## config.mk

```make
export PLATFORM = sky130hd
export DESIGN_NAME = host_wg_dispatcher
export DESIGN_NICKNAME = d
export VERILOG_FILES = /design/src/rtl/host_wg_dispatcher.sv
export SDC_FILE = /design/constraint.sdc
export NUM_CORES = 1
export LEC_CHECK = 0
export BUFFER_PORTS_ARGS = -buffer_cell sky130_fd_sc_hd__buf_2
export CAP_MARGIN = 15
export CORE_AREA = 2 2 198 200
export DETAILED_ROUTE_END_ITERATION = 10
export DIE_AREA = 0 0 200 202
export PLACE_DENSITY = 0.68
export SYNTH_ARGS = -nofsm -noshare
export SYNTH_HDL_FRONTEND = slang
export SYNTH_SLANG_ARGS = --single-unit
```

## constraint.sdc

```tcl
create_clock -name clk -period 7.9 [get_ports clk]
set_clock_uncertainty 0.15 [all_clocks]
set_input_delay 1.58 -clock clk [delete_from_list [all_inputs] [get_ports clk]]
set_output_delay 1.58 -clock clk [all_outputs]
set_load 0.005 [all_outputs]
```

## src/rtl/host_wg_dispatcher.sv

```systemverilog
// Host work-group dispatcher: latches a kernel descriptor and issues one request per
// work-group, bounded by an in-flight credit limit, then drains completions.
module host_wg_dispatcher #(
  parameter int WG_ID_WIDTH    = 8,
  parameter int MEM_ADDR_WIDTH = 32,
  parameter int WF_COUNT_WIDTH = 4,
  parameter int REG_WIDTH      = 10,
  parameter int MAX_INFLIGHT   = 4
) (
  input  logic                              clk,
  input  logic                              rst,
  input  logic                              cfg_valid,
  output logic                              cfg_ready,
  input  logic [WG_ID_WIDTH:0]              cfg_num_wg,
  input  logic [WF_COUNT_WIDTH-1:0]         cfg_wf_per_wg,
  input  logic [7:0]                        cfg_wf_size,
  input  logic [MEM_ADDR_WIDTH-1:0]         cfg_start_pc,
  input  logic [MEM_ADDR_WIDTH-1:0]         cfg_pds_base,
  input  logic [MEM_ADDR_WIDTH-1:0]         cfg_pds_stride,
  input  logic [MEM_ADDR_WIDTH-1:0]         cfg_csr_knl,
  input  logic [REG_WIDTH-1:0]              cfg_vgpr_per_wf,
  input  logic [REG_WIDTH-1:0]              cfg_sgpr_per_wf,
  input  logic [15:0]                       cfg_lds_size,
  output logic                              host_req_valid,
  input  logic                              host_req_ready,
  output logic [WG_ID_WIDTH-1:0]            host_req_wg_id,
  output logic [WF_COUNT_WIDTH-1:0]         host_req_num_wf,
  output logic [7:0]                        host_req_wf_size,
  output logic [MEM_ADDR_WIDTH-1:0]         host_req_start_pc,
  output logic [MEM_ADDR_WIDTH-1:0]         host_req_pds_baseaddr,
  output logic [MEM_ADDR_WIDTH-1:0]         host_req_csr_knl,
  output logic [REG_WIDTH-1:0]              host_req_vgpr_size_total,
  output logic [REG_WIDTH-1:0]              host_req_sgpr_size_total,
  output logic [REG_WIDTH-1:0]              host_req_vgpr_size_per_wf,
  output logic [REG_WIDTH-1:0]              host_req_sgpr_size_per_wf,
  output logic [15:0]                       host_req_lds_size_total,
  input  logic                              host_rsp_valid,
  output logic                              host_rsp_ready,
  input  logic [WG_ID_WIDTH-1:0]            host_rsp_wg_id,
  output logic                              busy,
  output logic                              done,
  output logic [$clog2(MAX_INFLIGHT+1)-1:0] inflight,
  output logic                              err_spurious
);

  localparam int IW = $clog2(MAX_INFLIGHT + 1);
  localparam int CW = WG_ID_WIDTH + 1;

  typedef enum logic [1:0] {IDLE, ISSUE, DRAIN, DONE} state_e;

  state_e                    state_q, state_d;
  logic [CW-1:0]             num_wg_q, issue_idx_q, cmpl_cnt_q;
  logic [IW-1:0]             inflight_q;
  logic                      err_q;
  logic [WF_COUNT_WIDTH-1:0] num_wf_q;
  logic [7:0]                wf_size_q;
  logic [MEM_ADDR_WIDTH-1:0] start_pc_q, pds_addr_q, pds_stride_q, csr_knl_q;
  logic [REG_WIDTH-1:0]      vgpr_tot_q, sgpr_tot_q, vgpr_per_wf_q, sgpr_per_wf_q;
  logic [15:0]               lds_q;
  logic                      cfg_fire, issue, last_issue, rsp_ok;

  assign cfg_fire       = (state_q == IDLE) && cfg_valid;
  assign host_req_valid = (state_q == ISSUE) && (issue_idx_q < num_wg_q)
                          && (inflight_q < IW'(MAX_INFLIGHT));
  assign issue          = host_req_valid && host_req_ready;
  assign last_issue     = issue && ((issue_idx_q + CW'(1)) == num_wg_q);
  // Only IDs already issued, with credits outstanding, count as real completions.
  assign rsp_ok         = host_rsp_valid && (inflight_q != '0)
                          && (CW'(host_rsp_wg_id) < issue_idx_q);

  assign cfg_ready      = (state_q == IDLE);
  assign host_rsp_ready = 1'b1;
  assign busy           = (state_q != IDLE);
  assign done           = (state_q == DONE);
  assign inflight       = inflight_q;
  assign err_spurious   = err_q;

  assign host_req_wg_id            = issue_idx_q[WG_ID_WIDTH-1:0];
  assign host_req_num_wf           = num_wf_q;
  assign host_req_wf_size          = wf_size_q;
  assign host_req_start_pc         = start_pc_q;
  assign host_req_pds_baseaddr     = pds_addr_q;
  assign host_req_csr_knl          = csr_knl_q;
  assign host_req_vgpr_size_total  = vgpr_tot_q;
  assign host_req_sgpr_size_total  = sgpr_tot_q;
  assign host_req_vgpr_size_per_wf = vgpr_per_wf_q;
  assign host_req_sgpr_size_per_wf = sgpr_per_wf_q;
  assign host_req_lds_size_total   = lds_q;

  always_ff @(posedge clk or posedge rst) begin
    if (rst) state_q <= IDLE;
    else     state_q <= state_d;
  end

  always_comb begin
    state_d = state_q;
    case (state_q)
      IDLE:    if (cfg_valid) state_d = (cfg_num_wg == '0) ? DONE : ISSUE;
      ISSUE:   if (last_issue) state_d = DRAIN;
      DRAIN:   if (cmpl_cnt_q == num_wg_q) state_d = DONE;
      DONE:    state_d = IDLE;
      default: state_d = IDLE;
    endcase
  end

  always_ff @(posedge clk or posedge rst) begin
    if (rst) begin
      num_wg_q      <= '0;
      issue_idx_q   <= '0;
      cmpl_cnt_q    <= '0;
      inflight_q    <= '0;
      err_q         <= 1'b0;
      num_wf_q      <= '0;
      wf_size_q     <= '0;
      start_pc_q    <= '0;
      pds_addr_q    <= '0;
      pds_stride_q  <= '0;
      csr_knl_q     <= '0;
      vgpr_tot_q    <= '0;
      sgpr_tot_q    <= '0;
      vgpr_per_wf_q <= '0;
      sgpr_per_wf_q <= '0;
      lds_q         <= '0;
    end else begin
      if (cfg_fire) begin
        num_wg_q      <= cfg_num_wg;
        issue_idx_q   <= '0;
        cmpl_cnt_q    <= '0;
        num_wf_q      <= cfg_wf_per_wg;
        wf_size_q     <= cfg_wf_size;
        start_pc_q    <= cfg_start_pc;
        pds_addr_q    <= cfg_pds_base;
        pds_stride_q  <= cfg_pds_stride;
        csr_knl_q     <= cfg_csr_knl;
        // Low REG_WIDTH bits of the product depend only on low operand bits.
        vgpr_tot_q    <= REG_WIDTH'(cfg_wf_per_wg) * cfg_vgpr_per_wf;
        sgpr_tot_q    <= REG_WIDTH'(cfg_wf_per_wg) * cfg_sgpr_per_wf;
        vgpr_per_wf_q <= cfg_vgpr_per_wf;
        sgpr_per_wf_q <= cfg_sgpr_per_wf;
        lds_q         <= cfg_lds_size;
      end else begin
        if (issue) begin
          issue_idx_q <= issue_idx_q + CW'(1);
          pds_addr_q  <= pds_addr_q + pds_stride_q;
        end
        if (rsp_ok) cmpl_cnt_q <= cmpl_cnt_q + CW'(1);
      end
      if (issue && !rsp_ok)      inflight_q <= inflight_q + IW'(1);
      else if (!issue && rsp_ok) inflight_q <= inflight_q - IW'(1);
      if (host_rsp_valid && !rsp_ok) err_q <= 1'b1;
    end
  end

endmodule
```

==> results.py, run 1 <==
metrics = {
    "status": {
        "status": "finished clean",
    },
    "clock_tree": {
        "cts-hold-fix-buffers": 0,
        "postCtsResizedCells": 0,
        "cts_tree": "yes",
        "cts_buffer_depth": 3,
        "cts_root_buffer": "clkbuf_16",
        "htreeDepth": 1,
        "clk_pin_slew_worst_paths_ns": 0.06,
        "clock_latency_ns": 0.55,
        "post_cts_buffers": 0,
        "clock_sinks": 229,
        "cts_buffers": 28,
    },
    "final_layout": {
        "seq_area_um2": 5731,
        "syn2layout_area_growth_pct": 24.98,
        "drive_gt1_share_pct": 24.04,
        "nNetsFinal": 2184,
        "nFillCells": 3800,
        "multi_input_area_um2": 6837,
    },
    "yosys": {
        "synthesis.instances": 1544,
        "synth.most_common_cell": "nand2_1",
        "async_flop_share_pct": 100.0,
        "synth_edf_count": 0,
        "avgSynthCellArea_um2": 8.538,
        "synthDistinctLibCells": 64,
        "synth_area_leaders": "dfrtp_1 (43%), nand2_1 (16%), ha_1 (7.0%)",
        "synth.ff_latch_count": 229,
        "syn_area_um2": 13180,
        "synth_top_area_share_pct": 43.47,
        "seq_area_frac_synth_pct": 43.47,
        "syn-num-nets": 1844,
        "synth-main-ff-cell": "dfrtp_1",
        "synth_area_leader_cell": "dfrtp_1",
        "synthTopCellsByCount": "nand2_1 (566), dfrtp_1 (229), inv_1 (78)",
        "yosysWarningCount": 0,
    },
    "route": {
        "ant_nets": 0,
        "drcViolationCount": 0,
        "vias": 11555,
        "drt_iter0_drc": 459,
        "viasPerCell": 4.767,
        "firstDrtPassIters": 5,
        "wl_um": 38560,
        "wire_per_inst_um": 15.91,
    },
    "setup_path": {
        "crit_chain": "buf_2 -> nand2_1 -> fa_1 -> fa_1 -> inv_1 -> ha_1 -> a21o_1 -> a21oi_1 -> o21bai_1 -> a21oi_1 -> o21bai_1 -> a21oi_1 -> xnor2_1 -> o21ai_0",
        "critPathMostFrequentCell": "a21oi_1",
        "path_delay_family": "adder cells",
        "cp_max_fo": 15,
        "path_buf_inv": 2,
        "slowest_delay_ns": 0.55,
        "worst-endpoint-arrival_ns": 4.61,
        "cp-start-kind": "primary input",
        "crit_type": "in2reg",
        "r2r_slack_ns": 4.53,
        "critPathRequiredTime_ns": 8.15,
        "crit_slowest_cell": "fa_1",
        "worst_setup_path_end_kind": "flop",
    },
    "pwr": {
        "total_leakage_power_nw": 8.761,
        "total_power_mw": 6.523,
        "peakVddDrop_uv": 198.8,
        "pwr_density_cell_nw_per_um2": 395.9,
    },
    "sta": {
        "relSlewSlack_pct": 30.94,
        "fin_setup_tns_ns": 0,
        "drv_slew": 0,
        "rsz0062_at_grt": "false",
        "hold_violations": 0,
        "finalCriticalPeriod_ns": 4.360,
        "setup_viol": 0,
        "tightest_slew_ns": 1.036,
        "worst_slack_ns": 3.540,
        "finalCritPeriodShare_pct": 55.18,
        "timing.fmax_mhz": 229.4,
    },
    "die": {
        "num_rows": 72,
        "die_w_um": 200,
        "initial_core_util_pct": 34.43,
        "core_um2": 38290,
        "die_h_um": 202,
        "ios": 379,
        "dieArea_um2": 40400,
    },
    "placed_design": {
        "dp_hpwl_um": 28430,
        "portBuffers": 377,
        "routabilityCongestion": 0.8498,
        "place_ws_ns": 2.982,
    },
    "global_routing": {
        "grt_pass1_vias": 11901,
        "grt_pass1_wl_um": 61000,
        "grt_overflow": 0,
        "antenna_found_initial": 2,
        "grt_max_degree": 129,
        "gr-usage-all-layers_pct": 18.81,
    },
    "min_path": {
        "worst_hold_path_type": "reg2reg",
    },
    "flow_run": {
        "drv_cap": 0,
    },
}
cells in the final DEF, fill, tap and decap left out, types with 7 or more instances in the layout:
cell	netlist	final
nand2_1	566	565
buf_2	5	377
dfrtp_1	229	229
inv_1	78	77
ha_1	74	74
a21oi_1	67	66
xnor2_1	56	56
nor2_1	52	52
o21ai_0	45	45
and2_1	38	37
clkbuf_16	0	29
fa_1	28	28
a21o_1	26	26
nand3_1	21	21
o21ai_1	20	20
xor2_1	19	19
mux2i_1	18	18
buf_4	9	10
or3_1	9	9
nand2b_1	9	9
o21bai_1	8	8
nand4_1	7	7
o31ai_1	7	7
clkinv_2	0	7
logic make-up (layout without fill, tap and decap cells):
logic type	Yosys count	count (layout)	share of synthesized area [%]
AOI/OAI and AO/OA	217	217	10.28
buffers and inverters	157	518	4.831
adders and majority gates	102	102	11.28
xor gates and xnor gates	75	75	4.983
muxes	23	23	1.794
DFF	229	229	43.47
other	1	2	0.02845
and+or+nand+nor	740	740	23.34
registers in the layout (all words and copies together) (netlist names), 10 cells and up:
register and count:
host_req_csr_knl 32, host_req_lds_size_total 16, host_req_pds_baseaddr 32, host_req_sgpr_size_per_wf 10, host_req_sgpr_size_total 10, host_req_start_pc 32, host_req_vgpr_size_per_wf 10, host_req_vgpr_size_total 10
pds_stride_q 32
path summary, 6_finish.rpt:
kind                                                 from                           to  cells after the start
max in group asynchronous                             rst        host_req_start_pc[14]                      4
worst max-delay path                     cfg_wf_per_wg[3]  host_req_sgpr_size_total[9]                     14
worst min-delay path                         err_spurious                 err_spurious                      1
worst max register to register  host_req_pds_baseaddr[14]    host_req_pds_baseaddr[31]                     10
min in group asynchronous                             rst         host_req_csr_knl[28]                      3
worst min register to register               err_spurious                 err_spurious                      1
report_power, final:
part           leakage [nW]  switching, mW  internal [mW]
sequential             2.85          0.361           1.71
clock                 0.476          0.526          0.820
combinational          5.43           1.79           1.32
total                  8.76           2.68           3.84
area by class of cell:
type	instances	share of cell area, %
diodes	1	0.01519
clock buffers	36	4.929
clock inverters	15	0.9948
inverters	79	1.823
multi-input cells	1158	41.49
flip-flops and latches	229	34.78
well taps	518	3.934
repair buffers	388	12.03
routing by layer:
| layer | up-vias | part of all wire, % | GRT usage [%] |
|---|---|---|---|
| li1 | 5677 | - | - |
| met1 | 5481 | 42 | 22.72 |
| met2 | 336 | 49 | 33.04 |
| met3 | 59 | 7.1 | 4.455 |
| met4 | 2 | 2.5 | 5.556 |
| met5 | - | 0.034 | 0 |
per-stage QoR:
stage / cells / area (µm²) / hold WS (ns) / util (%)
3_3_place_gp: 2372 / 15500 / 0.2838 / 40.48
3_5_place_dp: 2372 / 15500 / 0.2976 / 40.48
4_1_cts: 2423 / 16470 / 0.3123 / 43.03
2_1_floorplan: 1544 / 13190 / 0.2997 / -
6_report: 2424 / 16480 / 0.3016 / 43.03
5_1_grt: 2424 / 16480 / 0.3303 / 43.03
(Power assumes the default switching activity.)
==> run 2: changes to the inputs <==
==> constraint.sdc (replaced) <==
create_clock -name clk -period 3.81 [get_ports clk]
set_clock_uncertainty 0.15 [all_clocks]
set_input_delay 0.762 -clock clk [delete_from_list [all_inputs] [get_ports clk]]
set_output_delay 0.762 -clock clk [all_outputs]
set_load 0.005 [all_outputs]
==> run 2 against run 1 <==
Die area unchanged. Non-clock buffer count increased by 20. Setup slack got worse by 3.2 ns. Register-to-register slack got worse by 4.1 ns. Sequential share of layout area decreased by 0.50 points.
==> results.py, run 2 (synthesis gave the netlist of run 1 again) <==
metrics = {
    "status": {
        "status": "finished clean",
    },
    "sta": {
        "setup_viol": 0,
        "finalCritPeriodShare_pct": 91.48,
        "rsz0062_at_grt": "false",
        "timing.fmax_mhz": 286.9,
        "hold_violations": 0,
        "worst_slack_ns": 0.3247,
        "drv_slew": 0,
        "relSlewSlack_pct": 41.70,
        "finalCriticalPeriod_ns": 3.485,
        "tightest_slew_ns": 0.8745,
    },
    "clock_tree": {
        "post_cts_buffers": 0,
        "postCtsResizedCells": 0,
        "htreeDepth": 1,
        "cts_buffers": 28,
        "clk_pin_slew_worst_paths_ns": 0.06,
        "cts_tree": "yes",
        "clock_sinks": 229,
        "cts_root_buffer": "clkbuf_16",
        "cts-hold-fix-buffers": 0,
        "clock_latency_ns": 0.55,
        "cts_buffer_depth": 3,
    },
    "setup_path": {
        "crit_chain": "ha_1 -> nor2b_1 -> o21a_1 -> o21a_1 -> o21ai_1 -> a21o_1 -> nand2b_1 -> a21boi_0 -> buf_2",
        "path_delay_family": "compound AO/OA/AOI/OAI gates",
        "crit_type": "reg2out",
        "slowest_delay_ns": 0.46,
        "critPathRequiredTime_ns": 2.90,
        "worst-endpoint-arrival_ns": 2.57,
        "timing.rr.end": "host_req_pds_baseaddr[31]",
        "r2r_slack_ns": 0.42,
        "path_buf_inv": 1,
        "worst_setup_path_end_kind": "output pin",
        "reg2reg_from": "host_req_pds_baseaddr[21]",
        "critPathMostFrequentCell": "o21a_1",
        "cp-start-kind": "flop",
        "crit_slowest_cell": "dfrtp_1",
        "reg2reg_depth": 10,
        "cp_max_fo": 6,
    },
    "placed_design": {
        "placed_cells": 2392,
        "portBuffers": 377,
        "dpl-instance-area_um2": 15720,
        "dp_hpwl_um": 28890,
        "place_ws_ns": -0.02125,
        "routabilityCongestion": 0.8323,
    },
    "final_layout": {
        "layout_commonest_cell": "nand2_1",
        "nNetsFinal": 2204,
        "syn2layout_area_growth_pct": 26.80,
        "nFillCells": 3778,
        "final_area_um2": 16720,
        "drive_gt1_share_pct": 24.68,
        "most-common-layout-cells": "nand2_1 (565), buf_2 (377), dfrtp_1 (229)",
        "final_cells": 2447,
        "post-route-util_pct": 43.66,
    },
    "pwr": {
        "power_switching_mw": 5.514,
        "seq_power_share_pct": 31.7,
        "total_power_mw": 13.59,
        "p_int_mw": 8.078,
        "total_leakage_power_nw": 8.885,
        "pwr_density_cell_nw_per_um2": 813.2,
        "swShare_pct": 40.57,
        "p_clk_share_pct": 20.6,
        "pwr-share-comb_pct": 47.7,
        "peakVddDrop_uv": 358.4,
    },
    "global_routing": {
        "antenna_found_initial": 7,
        "grt_overflow": 0,
        "grt_max_degree": 82,
        "grt_pass1_vias": 11753,
        "grt_pass1_wl_um": 60810,
        "gr-usage-all-layers_pct": 18.78,
    },
    "route": {
        "drcViolationCount": 0,
        "firstDrtPassIters": 5,
        "wl_um": 38120,
        "viasPerCell": 4.788,
        "wire_per_inst_um": 15.58,
        "vias": 11717,
        "drt_iter0_drc": 509,
        "ant_nets": 0,
    },
    "die": {
        "ios": 379,
        "dieArea_um2": 40400,
        "die_w_um": 200,
        "num_rows": 72,
        "core_um2": 38290,
        "die_h_um": 202,
        "initial_core_util_pct": 34.43,
    },
    "min_path": {
        "worst_hold_path_type": "in2async",
    },
    "flow_run": {
        "drv_cap": 0,
    },
}
[run 2: changes by cell type in the layout (fill, tap and decap cells not counted), sizes merged]
| cell | previous run | this run |
|---|---|---|
| buf | 388 | 408 |
| clkinv | 8 | 4 |
| clkinvlp | 5 | 4 |
| diode | 1 | 4 |
| clkbuf | 36 | 41 |
[run 2: worst reg2reg max path, cell delays in order, from the launching register on]
cell and delay (ns):
dfrtp_1 0.43, ha_1 0.39, and3_1 0.27, a221oi_2 0.32, o21ai_1 0.12, a21oi_1 0.35
a21oi_2 0.15, o31a_1 0.30, or3_1 0.39, xnor2_1 0.14, mux2_2 0.26
[run 2: how the worst max path moves through the flow]
stage                     cells after the start                          end  slack (ns)             start
after global routing                          9               host_req_valid        0.16    issue_idx_q[1]
after floorplan                               1                cmpl_cnt_q[0]        -0.1               rst
after global placement                       14  host_req_vgpr_size_total[9]        0.05  cfg_wf_per_wg[3]
after detailed placement                     14  host_req_vgpr_size_total[9]       -0.02  cfg_wf_per_wg[3]
final                                         9               host_req_valid        0.32    issue_idx_q[1]
after CTS                                     9               host_req_valid        0.30    issue_idx_q[1]
[run 2: power groups by stage]
stage / sequential (mW) / clock (mW) / combinational [mW]
2_1_floorplan: 4.27 / 0 / 4.25
5_1_grt: 4.45 / 3.01 / 7.35
6_report: 4.31 / 2.80 / 6.48
4_1_cts: 4.31 / 2.89 / 6.55
3_5_place_dp: 4.32 / 0 / 6.52
3_3_place_gp: 4.29 / 0 / 6.38
[run 2: layout make-up]
class	instances	area [µm²]	share of cell area (%)
Antenna cell	4	10.01	0.05988
Clock buffer	41	850.8	5.090
Clock inverter	10	132.6	0.7934
Inverter	79	300.3	1.796
Multi-Input combinational cell	1158	6837	40.90
Sequential cell	229	5731	34.28
Tap cell	518	648.1	3.877
Timing Repair Buffer	408	2207	13.20
[run 2: stage by stage]
step	TNS [ns]	hold slack (ns)
after floorplan	-21.98	0.2997
after global placement	0	0.2849
after detailed placement	-0.04201	0.3070
after CTS	0	0.2103
after global routing	0	0.2216
final	0	0.2200
[run 2: layer usage]
layer	up-vias	track usage, %	share of wire [%]
met5	-	0	0.10
met4	6	5.185	2.0
met3	60	5.173	7.5
met2	360	32.19	49
met1	5582	23.06	42
li1	5709	-	-
==> run 3: changes to the inputs <==
==> constraint.sdc (replaced) <==
create_clock -name clk -period 3.81 [get_ports clk]
set_clock_uncertainty 0.15 [all_clocks]
set_input_delay 0.5715 -clock clk [delete_from_list [all_inputs] [get_ports clk]]
set_output_delay 0.5715 -clock clk [all_outputs]
set_load 0.005 [all_outputs]
==> run 3 against run 2 <==
The flow now finishes with violations (negative hold slack). Sequential power about the same. Core utilization down 0.12 points. Setup slack better by 0.14 ns. Power up 1.8%.
==> results.py, run 3 (synthesis gave the netlist of run 1 again) <==
metrics = {
    "global_routing": {
        "grt_overflow": 0,
        "gr-usage-all-layers_pct": 18.58,
        "grt_pass1_wl_um": 60310,
        "grt_max_degree": 125,
        "antenna_found_initial": 5,
        "grt_pass1_vias": 11942,
    },
    "setup_path": {
        "cp_max_fo": 7,
        "worst-endpoint-arrival_ns": 3.63,
        "timing.rr.end": "host_req_pds_baseaddr[31]",
        "worst_setup_path_end_kind": "flop",
        "reg2reg_from": "host_req_pds_baseaddr[14]",
        "crit_type": "reg2reg",
        "cp-start-kind": "flop",
        "critPathRequiredTime_ns": 4.10,
        "r2r_slack_ns": 0.47,
        "reg2reg_depth": 10,
    },
    "clock_tree": {
        "clock_latency_ns": 0.56,
        "postCtsResizedCells": 0,
        "cts_buffer_depth": 3,
        "cts_root_buffer": "clkbuf_16",
        "clock_sinks": 229,
        "post_cts_buffers": 0,
        "cts_buffers": 28,
        "cts-hold-fix-buffers": 0,
        "cts_tree": "yes",
        "clk_pin_slew_worst_paths_ns": 0.06,
        "htreeDepth": 1,
    },
    "final_layout": {
        "nFillCells": 3782,
        "drive_gt1_share_pct": 24.27,
        "layout_commonest_cell": "nand2_1",
        "syn2layout_area_growth_pct": 26.46,
        "nNetsFinal": 2190,
        "most-common-layout-cells": "nand2_1 (565), buf_2 (377), dfrtp_1 (229)",
        "final_cells": 2432,
    },
    "pwr": {
        "pwr_density_cell_nw_per_um2": 829.7,
        "peakVddDrop_uv": 390.5,
        "total_leakage_power_nw": 8.852,
    },
    "route": {
        "viasPerCell": 4.767,
        "vias": 11593,
        "firstDrtPassIters": 5,
        "wl_um": 38100,
        "drt_iter0_drc": 463,
        "wire_per_inst_um": 15.67,
        "ant_nets": 0,
        "drcViolationCount": 0,
    },
    "status": {
        "status": "finished, violations left",
        "violations": "negative hold slack",
    },
    "sta": {
        "finalCriticalPeriod_ns": 3.341,
        "hold_violations": 2,
        "rsz0062_at_grt": "false",
        "drv_slew": 0,
        "relSlewSlack_pct": 47.00,
        "timing.fmax_mhz": 299.3,
        "fin_setup_tns_ns": 0,
        "finalCritPeriodShare_pct": 87.69,
        "tightest_slew_ns": 0.7949,
        "whs_ns": -0.01479,
        "setup_viol": 0,
    },
    "die": {
        "die_w_um": 200,
        "core_um2": 38290,
        "dieArea_um2": 40400,
        "num_rows": 72,
        "ios": 379,
        "die_h_um": 202,
        "initial_core_util_pct": 34.43,
    },
    "placed_design": {
        "dp_hpwl_um": 28240,
        "portBuffers": 377,
        "placed_cells": 2378,
        "routabilityCongestion": 0.8282,
    },
    "flow_run": {
        "drv_cap": 0,
    },
    "min_path": {
        "worst_hold_path_type": "in2async",
    },
}
==> run 3: cell count changes in the layout (fill, tap and decap cells not counted) <==
cell       before  now
buf_12          7    5
buf_4          24   12
bufinv_16       3    7
clkbuf_1        4    2
clkbuf_8        8    6
clkinv_2        4    5
diode_2         4    2
==> run 3: layer usage <==
metal / global-route usage (%) / up-vias / wire length (µm)
li1: - / 5692 / -
met1: 21.89 / 5479 / 15460
met2: 33.01 / 344 / 18770
met3: 4.822 / 72 / 2899
met4: 5.423 / 6 / 936
met5: 0 / - / 35
==> run 3: metrics by stage <==
| stage | setup WS, ns | power, mW | hold WS [ns] | utilization (%) | cell area (µm²) |
|---|---|---|---|---|---|
| final | 0.4688 | 13.83 | -0.01479 | 43.54 | 16670 |
| after floorplan | 0.005650 | 8.518 | 0.2997 | - | 13190 |
| after global placement | 0.1079 | 10.62 | 0.2864 | 40.73 | 15590 |
| after global routing | 0.3466 | 15.01 | 0.02819 | 43.54 | 16670 |
| after CTS | 0.4866 | 14.00 | 0.01456 | 43.53 | 16670 |
| after detailed placement | 0.007731 | 10.81 | 0.2905 | 40.73 | 15590 |
==> run 3: cell type report <==
cell class / count / area [µm²] / area share, %
multi-input combinational: 1158 / 6837 / 41.01
sequential: 229 / 5731 / 34.37
timing repair buffer: 394 / 2077 / 12.46
clock buffer: 37 / 815.8 / 4.893
tap: 518 / 648.1 / 3.888
inverter: 79 / 300.3 / 1.801
clock inverter: 15 / 257.7 / 1.546
antenna: 2 / 5.005 / 0.03002
==> run 3: power breakdown <==
part | internal, mW | switching [mW]
Clock | 1.97 | 1.11
Combinational | 2.76 | 3.71
Sequential | 3.54 | 0.741
Total | 8.27 | 5.56
==> run 3: worst max-delay path, stage by stage, from the launching register on <==
cell,delay [ns]
dfrtp_1,0.40
ha_1,0.44
nand4_1,0.26
or4_1,0.48
a21oi_2,0.19
o2111ai_2,0.22
a21oi_2,0.26
nor4_1,0.07
or3_1,0.35
xnor2_1,0.14
mux2_2,0.26
==> run 3: how the worst max path moves through the flow <==
stage                              start  slack, ns                          end
6_report       host_req_pds_baseaddr[14]       0.47    host_req_pds_baseaddr[31]
5_1_grt        host_req_pds_baseaddr[14]       0.35    host_req_pds_baseaddr[31]
4_1_cts        host_req_pds_baseaddr[14]       0.49    host_req_pds_baseaddr[31]
3_5_place_dp            cfg_wf_per_wg[3]      0.008  host_req_sgpr_size_total[9]
3_3_place_gp            cfg_wf_per_wg[3]       0.11  host_req_sgpr_size_total[9]
2_1_floorplan           cfg_wf_per_wg[1]      0.006  host_req_sgpr_size_total[9]
